## config.mk

```make
export PLATFORM = sky130hd
export DESIGN_NAME = mac_dot_engine
export DESIGN_NICKNAME = d
export VERILOG_FILES = /design/src/rtl/mac_dot_engine.sv
export SDC_FILE = /design/constraint.sdc
export NUM_CORES = 1
export LEC_CHECK = 0
export ABC_AREA = 1
export CAP_MARGIN = 20
export CORE_MARGIN = 2
export CORE_UTILIZATION = 25
export DETAILED_ROUTE_END_ITERATION = 7
export PLACE_DENSITY_LB_ADDON = 0.25
export SYNTH_ARGS = -nofsm -noshare
export SYNTH_HDL_FRONTEND = slang
export SYNTH_SLANG_ARGS = --single-unit
```

## constraint.sdc

```tcl
create_clock -name clk -period 6 [get_ports clk]
set_clock_uncertainty 0.2 [all_clocks]
set_input_delay 0.6 -clock clk [delete_from_list [all_inputs] [get_ports clk]]
set_output_delay 0.6 -clock clk [all_outputs]
set_load 0.02 [all_outputs]
```

## src/rtl/mac_dot_engine.sv

```systemverilog
// mac_dot_engine
// ----------------------------------------------------------------------------
// LANES-wide dot-product engine that accumulates one dot product per accepted
// beat over a programmed job length. Operands can be signed or unsigned. The
// mode is latched at Start. Accumulation saturates and raises a sticky Ovf.
//
// Handshake: an operand beat transfers on a rising edge where
// In_valid && In_ready (and Clr is low). In_ready depends on state only and is
// high only in RUN. The producer may hold In_valid low for any number of
// cycles, and the engine waits for it.
//
// Ports
//   clk, rst_n  clock (rising edge), asynchronous active-low reset
//   Start       pulse: begin a job (honoured in IDLE/DONE), samples Len, Signed
//   Len         number of beats in the job (0 allowed)
//   Signed      1 = two's-complement operands, 0 = unsigned
//   Clr         synchronous clear/abort, wins over Start
//   In_valid    operand beat valid
//   In_ready    engine accepts a beat (RUN only)
//   Ain, Bin    lane operands, lane 0 in the LSBs
//   Cout        accumulator register (final when Out_valid=1)
//   Out_valid   result final, held while in DONE
//   Ovf         sticky saturation flag
//   Busy        high in RUN or DRAIN
//   dbg_state   current FSM state (0 IDLE, 1 RUN, 2 DRAIN, 3 DONE)
// ----------------------------------------------------------------------------
module mac_dot_engine #(
  parameter int DATA_WIDTH = 8,
  parameter int LANES      = 4,
  parameter int ACC_WIDTH  = 3*DATA_WIDTH+2,
  parameter int LEN_WIDTH  = 8
) (
  input  logic                        clk,
  input  logic                        rst_n,
  input  logic                        Start,
  input  logic [LEN_WIDTH-1:0]        Len,
  input  logic                        Signed,
  input  logic                        Clr,
  input  logic                        In_valid,
  output logic                        In_ready,
  input  logic [LANES*DATA_WIDTH-1:0] Ain,
  input  logic [LANES*DATA_WIDTH-1:0] Bin,
  output logic [ACC_WIDTH-1:0]        Cout,
  output logic                        Out_valid,
  output logic                        Ovf,
  output logic                        Busy,
  output logic [1:0]                  dbg_state
);

  localparam int PW = 2*DATA_WIDTH;
  // Full-precision width of acc + adder tree, wide enough that nothing wraps
  // before the clamp decision.
  localparam int FW = ACC_WIDTH + $clog2(LANES) + 2;

  typedef enum logic [1:0] {
    S_IDLE  = 2'd0,
    S_RUN   = 2'd1,
    S_DRAIN = 2'd2,
    S_DONE  = 2'd3
  } state_t;

  state_t                     state, state_nx;
  logic [LEN_WIDTH-1:0]       len_q;
  logic [LEN_WIDTH-1:0]       cnt_q;
  logic                       sgn_q;
  logic                       s1_valid;
  logic [LANES-1:0][PW-1:0]   prod_q;
  logic [LANES-1:0][PW-1:0]   prod_d;
  logic [ACC_WIDTH-1:0]       acc_q;
  logic [ACC_WIDTH-1:0]       acc_nx;
  logic                       ovf_q;
  logic                       sat;
  logic                       zhold_q;   // keeps a Len=0 job in DRAIN for two cycles
  logic [FW-1:0]              sum_full;

  logic accept;
  logic start_ok;
  logic last_accept;

  assign accept      = (state == S_RUN) && In_valid && !Clr;
  assign start_ok    = Start && !Clr && ((state == S_IDLE) || (state == S_DONE));
  assign last_accept = accept && ((cnt_q + LEN_WIDTH'(1)) == len_q);

  // Next-state logic
  always_comb begin
    state_nx = state;
    case (state)
      S_IDLE, S_DONE: begin
        if (start_ok) state_nx = (Len != '0) ? S_RUN : S_DRAIN;
      end
      S_RUN: begin
        if (last_accept) state_nx = S_DRAIN;
      end
      S_DRAIN: begin
        // The last beat retires on the edge after its accept; leave once
        // stage 1 is empty.
        if (!s1_valid && !zhold_q) state_nx = S_DONE;
      end
      default: state_nx = S_IDLE;
    endcase
    if (Clr) state_nx = S_IDLE;
  end

  // Stage-1 products. Both operands are extended to PW bits under the
  // latched mode. The low PW bits of that product are exact for both
  // signed and unsigned.
  always_comb begin
    prod_d = '0;
    for (int l = 0; l < LANES; l++) begin
      logic [DATA_WIDTH-1:0] a;
      logic [DATA_WIDTH-1:0] b;
      logic [PW-1:0]         ea;
      logic [PW-1:0]         eb;
      a  = Ain[l*DATA_WIDTH +: DATA_WIDTH];
      b  = Bin[l*DATA_WIDTH +: DATA_WIDTH];
      ea = sgn_q ? {{DATA_WIDTH{a[DATA_WIDTH-1]}}, a} : {{DATA_WIDTH{1'b0}}, a};
      eb = sgn_q ? {{DATA_WIDTH{b[DATA_WIDTH-1]}}, b} : {{DATA_WIDTH{1'b0}}, b};
      prod_d[l] = ea * eb;
    end
  end

  // Stage-2 adder tree, accumulate and saturate
  always_comb begin
    sum_full = sgn_q ? {{(FW-ACC_WIDTH){acc_q[ACC_WIDTH-1]}}, acc_q}
                     : {{(FW-ACC_WIDTH){1'b0}}, acc_q};
    for (int l = 0; l < LANES; l++) begin
      logic [PW-1:0] pe;
      pe = prod_q[l];
      sum_full = sum_full + (sgn_q ? {{(FW-PW){pe[PW-1]}}, pe}
                                   : {{(FW-PW){1'b0}}, pe});
    end
    acc_nx = sum_full[ACC_WIDTH-1:0];
    sat    = 1'b0;
    if (sgn_q) begin
      // Fits iff bits [FW-1:ACC_WIDTH-1] are all equal.
      if (!sum_full[FW-1] && (|sum_full[FW-2:ACC_WIDTH-1])) begin
        acc_nx = {1'b0, {(ACC_WIDTH-1){1'b1}}};
        sat    = 1'b1;
      end else if (sum_full[FW-1] && !(&sum_full[FW-2:ACC_WIDTH-1])) begin
        acc_nx = {1'b1, {(ACC_WIDTH-1){1'b0}}};
        sat    = 1'b1;
      end
    end else if (|sum_full[FW-1:ACC_WIDTH]) begin
      acc_nx = {ACC_WIDTH{1'b1}};
      sat    = 1'b1;
    end
  end

  always_ff @(posedge clk or negedge rst_n) begin
    if (!rst_n) begin
      state    <= S_IDLE;
      len_q    <= '0;
      cnt_q    <= '0;
      sgn_q    <= 1'b0;
      s1_valid <= 1'b0;
      prod_q   <= '0;
      acc_q    <= '0;
      ovf_q    <= 1'b0;
      zhold_q  <= 1'b0;
    end else begin
      state <= state_nx;
      if (Clr) begin
        cnt_q    <= '0;
        s1_valid <= 1'b0;
        acc_q    <= '0;
        ovf_q    <= 1'b0;
        zhold_q  <= 1'b0;
      end else begin
        s1_valid <= accept;
        if (accept) begin
          prod_q <= prod_d;
          cnt_q  <= cnt_q + LEN_WIDTH'(1);
        end
        if (s1_valid) begin
          acc_q <= acc_nx;
          if (sat) ovf_q <= 1'b1;
        end
        // Start is only honoured in IDLE/DONE where the pipeline is empty,
        // so it never collides with an accept or a retire.
        if (start_ok) begin
          len_q   <= Len;
          sgn_q   <= Signed;
          cnt_q   <= '0;
          acc_q   <= '0;
          ovf_q   <= 1'b0;
          zhold_q <= (Len == '0);
        end else begin
          zhold_q <= 1'b0;
        end
      end
    end
  end

  assign In_ready  = (state == S_RUN);
  assign Busy      = (state == S_RUN) || (state == S_DRAIN);
  assign Out_valid = (state == S_DONE);
  assign Cout      = acc_q;
  assign Ovf       = ovf_q;
  assign dbg_state = state;

endmodule

```

==> metrics.txt, run 1 <==
DR top layer=met4; Seq cells post-synth=roughly 110; final HPWL from detailed placement=51.9 mm; Top Ports=110; global placement routability congestion=0.853; clk buf depth=2; Distinct cells, synth=44; # fillers=roughly 10000; # diodes=0; fin crit period=5.78 ns; critical path cell sequence=clkdlybuf4s50_1, nand2_1, nor2_2, inv_1, fa_1, inv_1, fa_1, inv_1, fa_1, fa_1, inv_1, fa_1, inv_1, fa_1, inv_1, ha_1, inv_1, nor3_2, nand3_1, o2111ai_1, a21oi_1, o21bai_1, or2_2, a31oi_1; EDFF count, synth=0; Num Clock Sinks=112; Max-Cap Viols=0; most common cell after layout, fill and taps aside=inv_1; CP bufs+invs=8; CTS HTree Levels=3; row cnt=112; Multi-input gate area=17000 sq um; vias in the first global route=19200; Setup CP Type=in -> reg; DRT Wirelength=59.5 mm; initial DRC count=~800; M1 WL=29.3 mm; Hold Startpoint=prod_q[56]; Starting Density=0.253; worst reg2reg startpoint=sgn_q; gr ovfl total=0; Worst EP arrival=5.82 ns; die area=97100 sq um; max incr delay on CP=0.54 ns; most frequent cells in the layout=inv_1 (906), nand2_1 (749), fa_1 (380), ha_1 (241), buf_4 (237); CP max FO=3; Pins Over Slew Limit=0; Period Utilization, post-route=0.963; f_max=173 MHz; Detail Route met3 WL=1.08 mm; WL met2=28.6 mm; Post-DRT Antenna Nets=0; Hold/Removal Path Class=reg -> reg; layout cells sized above 1=0.0975; CP Launch Type=input port; cell family with most CP delay=adder cells; Num CTS Buffers=9; CP most frequent cell=inv_1; Slew headroom=0.513; Ys Warns=0; Layout area overhead=18.9%; WL per Instance=12.9 um; largest net degree at the start of global routing=71; Required @ worst endpoint=6.05 ns; total track usage=0.126; port bufs=109; fin nets=4057; first-pass GRT wire length=around 100 mm; status=complete, no violations; mapped cell area=23700 sq um; Die H=312 um; Post-Layout Cell Count=4617; vias per cell=around 4; Seq/Total Area, Yosys=0.118; worst skew pair latency=0.40 ns; total number of vias=between 15000 and 20000; TritonRoute pass-1 iters=5; Reg area=~2800 sq um; Root Driver=clkbuf_16; RSZ-0062 raised after global routing=true; Synth Instances=3093; die outline width=312 um; post-synthesis async set-or-reset flop share=1.00; # DRC=0; worst slew pin tran=0.730 ns; Placed Cells=4597; Setup crit end kind=flip-flop; Post-Syn Nets=3792; Fin. Hold Viols=0; antenna violations before repair=0; # setup viols final=0; Worst Setup SP=Bin[18]; CTS tree=done; syn avg cell area=7.65 sq um; slowest stage cell, crit path=clkdlybuf4s50_1; Reg clk slew, reported paths=0.09 ns; Core Box Area=93600 sq um; Main synth FF type=dfrtp_1
cells by family (layout without fill, tap and decap cells):
kind of cell / Yosys count / after routing / synth area share
AO/OA/AOI/OAI: 193 / 193 / 0.0466
adder cells (fa/ha/maj): 621 / 621 / 0.449
flip-flops: 112 / 112 / 0.118
AND/OR/NAND/NOR: 1015 / 1015 / 0.172
XOR/XNOR: 137 / 137 / 0.0507
buffers and inverters: 1015 / 1285 / 0.163
through the flow:
step | worst slack [ns] | util | cell area (sq um) | setup TNS [ns] | hold WS, ns
after global routing | -0.0103 | 0.300 | 28100 | -0.0171 | 0.318
after floorplan | 0.0153 | - | 23700 | 0 | 0.104
after global placement | -0.420 | 0.296 | 27700 | -4.76 | 0.272
after CTS | 0.0311 | 0.300 | 28000 | 0 | 0.298
after detailed placement | -0.442 | 0.296 | 27700 | -5.59 | 0.278
final | 0.225 | 0.300 | 28100 | 0 | 0.292
Yosys cell counts (2+ instances only):
cell type    n  area share
inv_1      910        0.14
nand2_1    750        0.12
fa_1       380        0.32
ha_1       241        0.13
nor2_1     127       0.020
dfrtp_1    112        0.12
nand3_1     85       0.018
clkbuf_1    84       0.013
o21ai_0     74       0.016
xnor2_1     74       0.027
a21oi_1     66       0.014
xor2_1      63       0.023
o22ai_1     14      0.0037
nand2_2     12      0.0032
a31o_2       9      0.0033
inv_2        9      0.0014
or2_2        9      0.0024
a31oi_1      7      0.0019
nor3_1       6      0.0013
o21bai_1     6      0.0019
buf_2        5      0.0011
nand4_1      5      0.0013
nor2_2       5      0.0013
a21oi_2      4      0.0015
o2111ai_1    4      0.0015
a21o_1       3     0.00095
nand3b_1     3     0.00095
nor3_2       3      0.0013
buf_4        2     0.00063
buf_6        2     0.00095
nand2_4      2     0.00095
nor2_4       2     0.00095
nor4_1       2     0.00053
o211ai_1     2     0.00063
or2_1        2     0.00053
sequential cells by signal, summed over array words and instances, names as in the netlist:
register   flops
cnt_q          8
s1_valid       1
zhold_q        1
dbg_state      2
sgn_q          1
len_q          8
Ovf            1
prod_q        64
Cout          26
layer usage:
metal	up-vias	GRT usage
met5	-	0
met4	0	0.0180
met3	19	0.0113
met2	124	0.212
met1	8872	0.179
li1	9441	-
worst register-to-register path: cells and delay by family, from the launching register on:
kind	cells	cell delay, ns
simple gates	7	0.70
fa+ha+maj	7	3.38
compound gates	2	0.15
flops	1	0.42
buf+inv	8	0.75
worst paths after layout:
kind / to / slack, ns / cells past startpoint
worst max-delay path: prod_q[46] / 0.22 / 24
worst min-delay path: prod_q[56] / 0.29 / 2
worst max register to register: prod_q[47] / 0.29 / 24
min in group asynchronous: Cout[22] / 0.46 / 2
worst min register to register: prod_q[56] / 0.29 / 2
max in group asynchronous: prod_q[35] / 4.14 / 3
repair_timing:
| action | in CTS | in global routing |
|---|---|---|
| hold buffers | 1 | 0 |
| setup endpoints to repair | 1 | 17 |
| hold endpoints to repair | 21 | 0 |
| setup buffers | 0 | 2 |
| cloned | 0 | 1 |
| gates resized for setup | 1 | 22 |
final cells by class:
class,count,area share
tap,1254,0.0558
inverter,920,0.123
sequential,112,0.0996
multi-input combinational,1966,0.606
timing repair buffer,349,0.105
clock inverter,7,0.00307
clock buffer,9,0.00801
Power of run 1 is left out: the tool's default activity adds up to more than one toggle a clock period on the data nets, which glitch-free logic cannot reach.
==> run 2: changes to the inputs <==
--- a/config.mk
+++ b/config.mk
@@ -11,6 +11,7 @@
 export CORE_UTILIZATION = 25
 export DETAILED_ROUTE_END_ITERATION = 7
 export PLACE_DENSITY_LB_ADDON = 0.25
+export RECOVER_POWER = 25
 export SYNTH_ARGS = -nofsm -noshare
 export SYNTH_HDL_FRONTEND = slang
 export SYNTH_SLANG_ARGS = --single-unit
==> run 2 against run 1 <==
  * The flow now finishes with violations (capacitance limit, slew limit)
  * Global-route usage did not move
  * Non-clock buffer count did not move
  * Design area barely moved
  * Flip-flop and latch count did not move
  * Register-to-register slack barely moved
  * Utilization barely moved
  * Maximum frequency barely moved
  * Critical path type unchanged
  * Critical endpoint unchanged
==> metrics.txt, run 2 (synthesis gave the netlist of run 1 again) <==
CTS tree=done (unchanged); fin crit period=5.77 ns (was 5.78 ns); antenna violations before repair=0 (unchanged); failing checks=capacitance limit, slew limit; port bufs=109 (unchanged); clk buf depth=2 (unchanged); first-pass GRT wire length=98.9 mm (unchanged); Core Box Area=93600 sq um (unchanged); Starting Density=0.253 (unchanged); # DRC=0 (unchanged); Top Ports=110 (unchanged); Fin Hold WS=0.292 ns (about the same); Worst EP arrival=5.82 ns (about the same); Setup crit end kind=flip-flop (unchanged); total number of vias=18500 (about the same); slowest stage cell, crit path=clkdlybuf4s50_1 (unchanged); die outline width=312 um (unchanged); final worst slack=0.225 ns (about the same); Num CTS Buffers=9 (unchanged); reg-to-reg setup timing slack=0.29 ns (about the same); initial DRC count=803 (was 804); CP bufs+invs=8 (unchanged); global placement routability congestion=0.853 (unchanged); Max-Cap Viols=2 (was 0); Setup WS pre-CTS=-0.442 ns (unchanged); Placed Cells=4597 (unchanged); CTS HTree Levels=3 (unchanged); Num Clock Sinks=112 (unchanged); worst slew pin tran=2.52 ns (was 0.730 ns); row cnt=112 (unchanged); CP max FO=3 (unchanged); vias in the first global route=19200 (unchanged); gr ovfl total=0 (unchanged); RSZ-0062 raised after global routing=true (unchanged); Die H=312 um (unchanged); # fillers=10300 (about the same); Largest register FFs=64 (unchanged); Setup CP Type=in -> reg (unchanged); status=finished, violations left (was complete, no violations); Required @ worst endpoint=6.05 ns (about the same); DRT Wirelength=59.5 mm (about the same); CP most frequent cell=inv_1 (unchanged); Post-DRT Antenna Nets=0 (unchanged); fin nets=4057 (unchanged); Hold/Removal Path Class=reg -> reg (unchanged); cell family with most CP delay=adder cells (unchanged); layout cells sized above 1=0.0969 (was 0.0975); max incr delay on CP=0.54 ns (about the same); WL per Instance=12.9 um (about the same); most flop-heavy register=prod_q (unchanged); final HPWL from detailed placement=51.9 mm (unchanged); die area=97100 sq um (unchanged); fin area=28100 sq um (about the same); TritonRoute pass-1 iters=5 (unchanged); Slew headroom=-0.682 (was 0.513); CP Launch Type=input port (unchanged); vias per cell=4.00 (about the same); most common cell after layout, fill and taps aside=inv_1 (unchanged); critical path cell sequence=clkdlybuf4s50_1, nand2_1, nor2_2, inv_1, fa_1, inv_1, fa_1, inv_1, fa_1, fa_1, inv_1, fa_1, inv_1, fa_1, inv_1, ha_1, inv_1, nor3_2, nand3_1, o2111ai_1, a21oi_1, o21bai_1, or2_2, a31oi_1 (unchanged); # diodes=0 (unchanged); Post-Layout Cell Count=4617 (unchanged); Reg clk slew, reported paths=0.09 ns (about the same); most frequent cells in the layout=inv_1 (906), nand2_1 (749), fa_1 (380), ha_1 (241), buf_4 (235) (was inv_1 (906), nand2_1 (749), fa_1 (380), ha_1 (241), buf_4 (237)); Fin. Hold Viols=0 (unchanged); Layout area overhead=18.8% (was 18.9%); f_max=173 MHz (about the same); worst skew pair latency=0.40 ns (about the same); total track usage=0.126 (unchanged); largest net degree at the start of global routing=71 (unchanged); Root Driver=clkbuf_16 (unchanged); Period Utilization, post-route=0.962 (was 0.963); Pins Over Slew Limit=67 (was 0); # setup viols final=0 (unchanged); Placed Area=27700 sq um (unchanged)
run 2: changes by cell type in the layout (fill, tap and decap cells not counted), sizes merged:
cell / before / now
buf: 239 / 237
clkbuf: 10 / 12
run 2: repair_timing:
action,in CTS,in global routing
endpoints found under the hold margin,21,0
buffers inserted,0,2
hold buffers,1,0
gates resized for setup,1,22
gates cloned,0,1
setup endpoints to repair,1,17
run 2: worst reg2reg max path, cell delays in order (launching register included):
cell	delay (ns)
dfrtp_1	0.42
clkinv_4	0.08
buf_12	0.17
nor2_1	0.12
buf_4	0.14
fa_1	0.57
inv_2	0.05
buf_4	0.15
fa_1	0.47
fa_1	0.55
inv_1	0.07
fa_1	0.54
inv_1	0.05
fa_1	0.45
fa_1	0.50
inv_1	0.04
ha_1	0.30
nand2_1	0.08
nor2_1	0.12
nand2_1	0.06
o211ai_1	0.08
a31oi_1	0.07
nand3b_1	0.16
nand3_1	0.10
nand2_1	0.06
run 2: stage by stage:
step	utilization	TNS, ns
2_1_floorplan	-	0
3_3_place_gp	0.296	-4.76
3_5_place_dp	0.296	-5.59
4_1_cts	0.300	0
5_1_grt	0.300	-0.0171
6_report	0.300	0
run 2: final timing paths:
kind	startpoint	depth (start not counted)	endpoint
worst max register to register	sgn_q	24	prod_q[47]
worst min register to register	prod_q[56]	2	prod_q[56]
max in group asynchronous	rst_n	3	prod_q[26]
min in group asynchronous	rst_n	2	Cout[22]
worst min-delay path	prod_q[56]	2	prod_q[56]
worst max-delay path	Bin[18]	24	prod_q[46]
run 2: layer usage:
layer | part of all wire | vias up | global-route usage
met5 | 0 | - | 0
met4 | 0.0080 | 0 | 0.0180
met3 | 0.020 | 21 | 0.0113
met2 | 0.48 | 137 | 0.212
met1 | 0.49 | 8862 | 0.179
li1 | - | 9444 | -
run 2: area by class of cell:
cell class	count	area (sq um)	share of cell area
inverter	920	3460	0.123
timing repair buffer	349	2940	0.104
sequential	112	2800	0.0997
tap	1254	1570	0.0558
multi-input combinational	1966	17000	0.606
clock inverter	7	86.3	0.00307
clock buffer	9	225	0.00801
Power of run 2 is left out for the same reason.
==> run 3: changes to the inputs <==
--- a/config.mk
+++ b/config.mk
@@ -8,7 +8,7 @@
 export ABC_AREA = 1
 export CAP_MARGIN = 20
 export CORE_MARGIN = 2
-export CORE_UTILIZATION = 25
+export CORE_UTILIZATION = 45
 export DETAILED_ROUTE_END_ITERATION = 7
 export PLACE_DENSITY_LB_ADDON = 0.25
 export RECOVER_POWER = 25
==> run 3 against run 2 <==
  * The flow still finishes with violations (capacitance limit, slew limit)
  * Via count increased by 2.6%
  * Register-to-register slack about the same
  * Critical endpoint unchanged
  * Sequential share of layout area increased by 0.31 points
  * Global-route usage increased by 8.7 points
  * Worst hold slack got worse by 0.0043 ns
  * Flip-flop and latch count unchanged
  * Die area decreased by 44%
  * Design area decreased by 3.0%
  * Cell count decreased by 13%
  * First-iteration DRC count increased by 39%
  * Highest routed layer unchanged
  * Wire length decreased by 5.5%
  * Critical path type unchanged
==> metrics.txt, run 3 (synthesis gave the netlist of run 1 again) <==
fin nets=4021 (was 4057); largest net degree at the start of global routing=66 (was 71); vias per cell=4.72 (was 4.00); Setup CP Type=in -> reg (unchanged); row cnt=84 (was 112); gr ovfl total=0 (unchanged); Worst EP arrival=5.87 ns (was 5.82 ns); Starting Density=0.453 (was 0.253); total track usage=0.213 (was 0.126); Fin. Hold Viols=0 (unchanged); global placement routability congestion=0.905 (was 0.853); CP max FO=6 (was 3); WL per Instance=14.0 um (was 12.9 um); # diodes=0 (unchanged); Setup crit end kind=flip-flop (unchanged); Post-DRT Antenna Nets=0 (unchanged); # DRC=0 (unchanged); layout cells sized above 1=0.0941 (was 0.0969); die outline width=233 um (was 312 um); DRT Wirelength=56.3 mm (was 59.5 mm); die area=54400 sq um (was 97100 sq um); CTS HTree Levels=3 (unchanged); worst skew pair latency=0.38 ns (was 0.40 ns); Slew headroom=-0.977 (was -0.682); # setup viols final=0 (unchanged); status=finished, violations left (unchanged); final HPWL from detailed placement=48.1 mm (was 51.9 mm); reg2reg path depth=22 (was 24); Largest register FFs=64 (unchanged); Required @ worst endpoint=6.09 ns (was 6.05 ns); cell family with most CP delay=adder cells (unchanged); most frequent cells in the layout=inv_1 (906), nand2_1 (747), fa_1 (378), ha_1 (237), buf_4 (198) (was inv_1 (906), nand2_1 (749), fa_1 (380), ha_1 (241), buf_4 (235)); Core Box Area=52200 sq um (was 93600 sq um); fin crit period=5.78 ns (was 5.77 ns); Fin Hold WS=0.288 ns (was 0.292 ns); CP bufs+invs=7 (was 8); critical path depth=23 (was 24); Layout area overhead=15.3% (was 18.8%); Root Driver=clkbuf_16 (unchanged); max incr delay on CP=0.54 ns (about the same); total number of vias=18900 (was 18500); Max-Cap Viols=2 (unchanged); f_max=173 MHz (about the same); failing checks=capacitance limit, slew limit (unchanged); Pins Over Slew Limit=115 (was 67); most flop-heavy register=prod_q (unchanged); RSZ-0062 raised after global routing=true (unchanged); Top Ports=110 (unchanged); TritonRoute pass-1 iters=5 (unchanged); worst slew pin tran=2.97 ns (was 2.52 ns); Hold/Removal Path Class=reg -> reg (unchanged); initial DRC count=1114 (was 803); CP Launch Type=input port (unchanged); Num Clock Sinks=112 (unchanged); vias in the first global route=19400 (was 19200); Reg clk slew, reported paths=0.08 ns (was 0.09 ns); most common cell after layout, fill and taps aside=inv_1 (unchanged); critical path cell sequence=clkdlybuf4s50_1, buf_4, nand2_1, nor2_2, fa_1, inv_2, fa_1, fa_1, fa_1, inv_1, fa_1, inv_1, fa_1, inv_1, ha_4, inv_1, nor3_2, nand3_1, o2111ai_2, a21oi_2, o21bai_1, nand2_1, a31oi_2 (was clkdlybuf4s50_1, nand2_1, nor2_2, inv_1, fa_1, inv_1, fa_1, inv_1, fa_1, fa_1, inv_1, fa_1, inv_1, fa_1, inv_1, ha_1, inv_1, nor3_2, nand3_1, o2111ai_1, a21oi_1, o21bai_1, or2_2, a31oi_1); clk buf depth=2 (unchanged); antenna violations before repair=0 (unchanged); hold path cells=2 (unchanged); first-pass GRT wire length=93.4 mm (was 98.9 mm); Die H=233 um (was 312 um); port bufs=109 (unchanged); CP most frequent cell=fa_1 (was inv_1); Period Utilization, post-route=0.963 (was 0.962); Num CTS Buffers=9 (unchanged); CTS tree=done (unchanged); slowest stage cell, crit path=fa_1 (was clkdlybuf4s50_1)
[run 3: path summary, 6_finish.rpt]
| check | start | endpoint | slack [ns] |
|---|---|---|---|
| max in group asynchronous | rst_n | sgn_q | 1.70 |
| worst min register to register | prod_q[27] | prod_q[27] | 0.29 |
| worst min-delay path | prod_q[27] | prod_q[27] | 0.29 |
| min in group asynchronous | rst_n | Cout[24] | 0.98 |
| worst max-delay path | Ain[23] | prod_q[46] | 0.22 |
| worst max register to register | sgn_q | prod_q[62] | 0.28 |
[run 3: area by class of cell]
cell class	instances	area, sq um
flip-flops and latches	112	2800
clock inverters	6	80.1
inverters	920	3460
repair buffers	313	2690
multi-input cells	1966	17200
fillers	5016	25000
well taps	688	861
clock buffers	10	229
[run 3: timing repair]
| action | 4_1_cts | 5_1_grt |
|---|---|---|
| resized for setup | 0 | 53 |
| hold buffers | 0 | 0 |
| buffers inserted | 0 | 5 |
| endpoints found under the setup margin | 0 | 16 |
| hold endpoints to repair | 0 | 0 |
[run 3: routing by layer]
metal,global-route usage,wire length [um],vias up
met4,0.0432,845,0
met1,0.297,26000,9213
met3,0.0154,2010,48
li1,-,-,9370
met2,0.364,27400,307
met5,0,0,-
[run 3: stage by stage]
stage	cells	utilization	setup WS [ns]	TNS (ns)	instance area [sq um]
after floorplan	3093	-	0.0153	0	23700
after global placement	3993	0.511	-0.201	-1.80	26700
after detailed placement	3993	0.511	-0.347	-3.51	26700
after CTS	4009	0.517	0.0438	0	27000
after global routing	4015	0.522	-0.0256	-0.0347	27300
final	4015	0.522	0.221	0	27300
[run 3: worst min-delay path: cells and delay by family, from the launching register on]
| kind | cells | cell delay (ns) |
|---|---|---|
| flops | 1 | 0.34 |
| compound gates | 1 | 0.06 |
| simple gates | 1 | 0.05 |
Power of run 3 is left out for the same reason.
